### config.mk
export PLATFORM = sky130hd
export DESIGN_NAME = dmem_responder
export DESIGN_NICKNAME = d
export VERILOG_FILES = /design/src/rtl/dmem_responder.sv
export SDC_FILE = /design/constraint.sdc
export NUM_CORES = 2
export LEC_CHECK = 0
export CELL_PAD_IN_SITES_DETAIL_PLACEMENT = 1
export CELL_PAD_IN_SITES_GLOBAL_PLACEMENT = 2
export CORE_MARGIN = 5
export CORE_UTILIZATION = 35
export DETAILED_ROUTE_END_ITERATION = 8
export GPL_ROUTABILITY_DRIVEN = 0
export GPL_TIMING_DRIVEN = 0
export PLACE_DENSITY = 0.62
export SYNTH_ARGS = -nofsm -noshare
export SYNTH_HDL_FRONTEND = slang
export SYNTH_SLANG_ARGS = --single-unit
### constraint.sdc
create_clock -name CLK -period 7.8 [get_ports CLK]
set_clock_uncertainty 0.1 [all_clocks]
set_input_delay 1.56 -clock CLK [delete_from_list [all_inputs] [get_ports CLK]]
set_output_delay 1.56 -clock CLK [all_outputs]
set_load 0.02 [all_outputs]
### src/rtl/dmem_responder.sv
// Wait-state doubleword memory responder: accepts one load/store at a time and
// returns its result over a valid/ready response channel after LATENCY cycles.
module dmem_responder #(
   parameter int DEPTH_LOG2 = 5,
   parameter int LATENCY    = 3
) (
   input  logic        CLK,
   input  logic        resetl,
   input  logic        req_valid,
   output logic        req_ready,
   input  logic        req_write,
   input  logic [63:0] req_addr,
   input  logic [63:0] req_wdata,
   output logic        rsp_valid,
   input  logic        rsp_ready,
   output logic [63:0] rsp_rdata,
   output logic        rsp_err
);

   localparam int         DEPTH    = 1 << DEPTH_LOG2;
   localparam logic [3:0] CNT_LOAD = 4'(LATENCY - 1);

   typedef enum logic [1:0] {IDLE, BUSY, RESP} state_t;

   state_t                 state;
   logic [3:0]             count;
   logic                   idle_q;
   logic [63:0]            mem [DEPTH];
   logic [DEPTH_LOG2-1:0]  index;
   logic                   req_err;
   logic                   accept;

   assign index   = req_addr[DEPTH_LOG2+2:3];
   // Any set bit above the index field puts the doubleword index past the store.
   assign req_err = (req_addr[2:0] != 3'b000) || (req_addr[63:DEPTH_LOG2+3] != '0);

   // idle_q comes out of reset as 1, so resetl gates it to keep req_ready low in reset.
   assign req_ready = idle_q && resetl;
   assign accept    = req_valid && req_ready;

   // Storage has no reset: contents survive resetl and start uninitialised.
   always_ff @(posedge CLK) begin
      if (accept && req_write && !req_err) begin
         mem[index] <= req_wdata;
      end
   end

   always_ff @(posedge CLK or negedge resetl) begin
      if (!resetl) begin
         state     <= IDLE;
         count     <= 4'd0;
         idle_q    <= 1'b1;
         rsp_valid <= 1'b0;
         rsp_rdata <= 64'd0;
         rsp_err   <= 1'b0;
      end else begin
         case (state)
            IDLE: begin
               if (accept) begin
                  rsp_err   <= req_err;
                  rsp_rdata <= (req_err || req_write) ? 64'd0 : mem[index];
                  count     <= CNT_LOAD;
                  state     <= BUSY;
                  idle_q    <= 1'b0;
               end
            end
            BUSY: begin
               if (count == 4'd0) begin
                  state     <= RESP;
                  rsp_valid <= 1'b1;
               end else begin
                  count <= count - 4'd1;
               end
            end
            RESP: begin
               if (rsp_ready) begin
                  state     <= IDLE;
                  rsp_valid <= 1'b0;
                  idle_q    <= 1'b1;
               end
            end
            default: begin
               state     <= IDLE;
               rsp_valid <= 1'b0;
               idle_q    <= 1'b1;
            end
         endcase
      end
   end

endmodule

======== Word level (Yosys, flattened, before mapping) ========
Memories as Yosys holds them, arrays and structs flattened.
Cells that the tools add are included.
word-level totals
  output and inout port bits .............. 67
  memories kept ........................... 1
  RAM bits ................................ 2,048
  register bits after elaboration ......... 73
  bits of input ports ..................... 133
  logic and storage cells ................. 49
memories
  memory  words  width  read ports  clocked after memory_dff  write ports  RTL line  source
  mem     32     64     1           0                         1            28        logic [63:0] mem [DEPTH];
operators by class
  bitwise logic cells ..................... 2
  add/sub/neg operators ................... 1
  mux-type cells .......................... 16
  reductions and logical operators ........ 17
  equal/unequal tests ..................... 6
operators with widths
  operator                                           number
  two-way mux 64 bit                                 1
  nonzero test 56 bit                                1
  AND reduction 3 bit                                4
  two-way mux 4 bit                                  2
  inequality test 2 bit (second input constant)      4
  one-hot mux 4 bit (2 select lines)                 1
  two-way mux 1 bit                                  6
  two-way mux 2 bit                                  3
  one-hot mux 1 bit (3 select lines)                 2
  one-hot mux 2 bit (3 select lines)                 1
  logical AND 1 bit                                  4
  zero test 4 bit                                    1
  subtractor 4 x 1 -> 4 bit (second input constant)  1
  nonzero test 3 bit                                 1
  == test 2 x 1 -> 1 bit (second input constant)     1
  == test 2 bit (second input constant)              1
  zero test 2 bit                                    1
  logical OR 1 bit                                   2
  inverter 1 bit                                     2
  AND reduction 2 bit                                1
  nonzero test 2 bit                                 1
  zero test 1 bit                                    1

======== Longest topological paths before layout ========
  word-level depth ........................ 6
  gate-level depth with buffers ........... 9
  depth with buffers taken out ............ 7

======== Worst setup path before layout ========
Ideal clock, no wire load.
  path type ............................... input to register
  start point ............................. input req_addr[11]
  end point ............................... memory mem[9][0], enable pin
  required time ........................... 7,135 ps
  cell stages on the path ................. 5
  arrival time ............................ 7,072 ps
  setup time .............................. 565 ps
  path slack .............................. 64 ps
  path buffers ............................ 0
  path through ............................ nor4_1 -> nand4_1 -> nor4_4 -> nand4b_1 -> nor3_1
on the way
  longest elaborated chain between the ends .. 6
RTL lines
  what                                     RTL line  source
  from (decl)                              12        input logic [63:0] req_addr,
  nonzero test 56 bit                      35        assign req_err = (req_addr[2:0] != 3'b000) || (req_addr[63:DEPTH_LOG2+3] != '0);
  logical OR 1 bit                         35
  zero test 1 bit                          43        if (accept && req_write && !req_err) begin
  logical AND 1 bit                        43
  two-way mux 1 bit                        43
  two-way mux 1 bit (not written as such)  44        mem[index] <= req_wdata;
  to (decl)                                28
No other way between the ends.

======== Final worst setup path ========
  start point ............................. input req_addr[3]
  end point ............................... memory mem[7][10], enable pin
No word-level cell before the write port.

==> results_dict.tcl <==
set metrics [dict create \
    die_x_microns 493 \
    avgRoutedWirePerCell_microns 29.0 \
    core_sq_um 232000 \
    rows 177 \
    synthFlopType "edfxtp_1" \
    slew_violations 0 \
    area_growth_pct 18.9 \
    synthCells 4489 \
    p_leak_uw 0.0323 \
    fin_tns_setup_ns 0 \
    yosysSeqAreaShare_pct 77.7 \
    drive_gt1_share_pct 12.8 \
    grt_start_max_net_pins 44 \
    crit_fanout 35 \
    numCtsBuffers 225 \
    yosysWarnings 0 \
    synth_edf_count 2048 \
    drt_first_iter_violations 3317 \
    grt_first_pass_wirelength_microns 340000 \
    antenna_found_initial 20 \
    cts.sinks 2121 \
    dp_hpwl_microns 168000 \
    root_buffer "clkbuf_16" \
    irDropWorstVdd_v 0.000172 \
    yosysTopAreaCellShare_pct 75.4 \
    yosysTopAreaCell "edfxtp_1" \
    wl_microns 240000 \
    hold_viol_final 0 \
    mostFrequentLayoutCells "edfxtp_1, mux2i_1, a22oi_1" \
    grt-ovfl-total 0 \
    worst_pin_slew_ns 1.44 \
    drc 0 \
    rsz0062_at_grt "no" \
    start_kind "input pin" \
    crit_path_end_kind "register" \
    timing.final.crit_share_pct 73.6 \
    crit_type "in -> reg" \
    grt_usage_pct 19.4 \
    clock_latency_ns 0.87 \
    power.total_uw 23900 \
    hold_path_class "reg -> reg" \
    max-cap-violations 0 \
    fill_cells 22300 \
    cts_hold_buf 0 \
    arrival_ns 6.12 \
    initial_core_util_pct 35.1 \
    clockBufferDepth 3 \
    grt_pass1_vias 46000 \
    die_h_microns 493 \
    port_buffers 198 \
    period_needed_ns 5.74 \
    cts_setup_buffers 0 \
    postSynthNetCount 4623 \
    p_per_area_nw_per_um2 246 \
    clk_pin_slew_ns 0.05 \
    mostFrequentLayoutCell "edfxtp_1" \
    ctsResizeCount 0 \
    setup_violations 0 \
    fmax_mhz 174 \
    outcome "finished, final reports clean" \
    timing.critical_path.required_ns 8.18 \
    dieArea_sq_um 243000 \
    dr.pass1.iters 5 \
    syn_area_per_cell_sq_um 18.2 \
    ys_ff_latch 2121 \
    htreeDepth 4 \
    ys_types 54 \
    drt-vias-per-instance 5.24 \
    synth_area_sq_um 81500 \
    cts_tree "built" \
    synth_area_leaders "edfxtp_1, mux2i_1, a22oi_1" \
    io-pin-count 200 \
    relSlewSlack_pct 3.26 \
    nets 5157 \
    dr_total_vias 43300 \
    ant_nets 0 \
    ys_async_sr_fraction_pct 3.44 \
]
==> sequential cells by signal, indices dropped and copies added, names as in the netlist <==
name	flops
state	2
rsp_valid	1
idle_q	1
mem	2048
rsp_rdata	64
rsp_err	1
count	4
==> worst paths after layout <==
| path | from | endpoint | slack [ns] | cells after the start |
|---|---|---|---|---|
| worst max-delay path | req_addr[3] | mem[7][10] | 2.06 | 8 |
| worst min-delay path | rsp_err | rsp_err | 0.38 | 2 |
| worst max register to register | idle_q | mem[21][25] | 3.71 | 6 |
| worst min register to register | rsp_err | rsp_err | 0.38 | 2 |
| max in group asynchronous | resetl | rsp_rdata[26] | 6.29 | 2 |
| min in group asynchronous | resetl | rsp_rdata[62] | 0.51 | 1 |
==> report_power, final <==
| part | internal (uW) | switching, uW |
|---|---|---|
| clock | 5850 | 4400 |
| sequential | 12500 | 20.5 |
| combinational | 331 | 734 |
| total | 18700 | 5160 |
==> cell usage after synthesis, drive strengths merged (2+ instances only) <==
cell and number:
or4b 2, inv 3, o21ai 5, nor4bb 2, nand4b 5, buf 152, nor2b 191, o31ai 63
edfxtp 2048, nand2b 6, clkbuf 112, xnor2 2, nand4bb 2, nor3 7, a21oi 189, and2b 6
nand2 75, nor4 18, mux2 6, or3 2, dfrtp 72, nand3 3, nand4 131, mux2i 829
a211oi 189, nor2 33, o22ai 4, a22oi 316, o211ai 3
==> routing by layer <==
metal	part of all wire (%)	wire length (microns)	global-route usage, %	up-vias
li1	-	-	-	19200
met1	44	105000	26.3	22800
met2	49	118000	33.0	968
met3	4.5	10700	2.83	285
met4	2.4	5750	4.96	2
met5	0.0054	13	0	-
==> metrics by stage <==
stage | area, sq um | hold WS [ns] | setup slack (ns) | instances | util [%]
2_1_floorplan | 81500 | 0.349 | 0.0636 | 4489 | -
3_3_place_gp | 87300 | 0.367 | -11.56 | 7730 | 37.6
3_5_place_dp | 89800 | 0.377 | 1.22 | 7838 | 38.6
4_1_cts | 96800 | 0.386 | 2.11 | 8249 | 41.7
5_1_grt | 96900 | 0.401 | 1.99 | 8252 | 41.7
6_report | 96900 | 0.379 | 2.06 | 8262 | 41.7
==> cells by family after synthesis <==
kind of cell               after synthesis  synth area share (%)
AOI/OAI and AO/OA                      772                  6.81
xor gates and xnor gates                 2                0.0215
adders and majority gates                1                0.0153
buffers and inverters                  267                  1.64
DFF                                   2121                  77.7
muxes                                  835                  10.3
and+or+nand+nor                        491                  3.57
==> worst max-delay path: stages <==
cell	delay, ns
clkdlybuf4s50_1	0.74
buf_2	0.31
nand2_1	0.18
nor3_1	0.76
buf_2	0.68
buf_1	0.66
and2b_4	0.79
buf_16	0.29
==> cell type report <==
class,count,area (sq um),share of cell area (%)
Buffer,264,1330,1.37
Sequential cell,2121,63300,65.4
Timing Repair Buffer,307,4230,4.36
Inverter,3,11.3,0.0116
Antenna cell,12,30.0,0.0310
Clock buffer,310,6140,6.34
Tap cell,3043,3810,3.93
Clock inverter,101,922,0.952
Multi-Input combinational cell,2101,17100,17.7
Note: power is estimated with default switching activity, not from simulation.
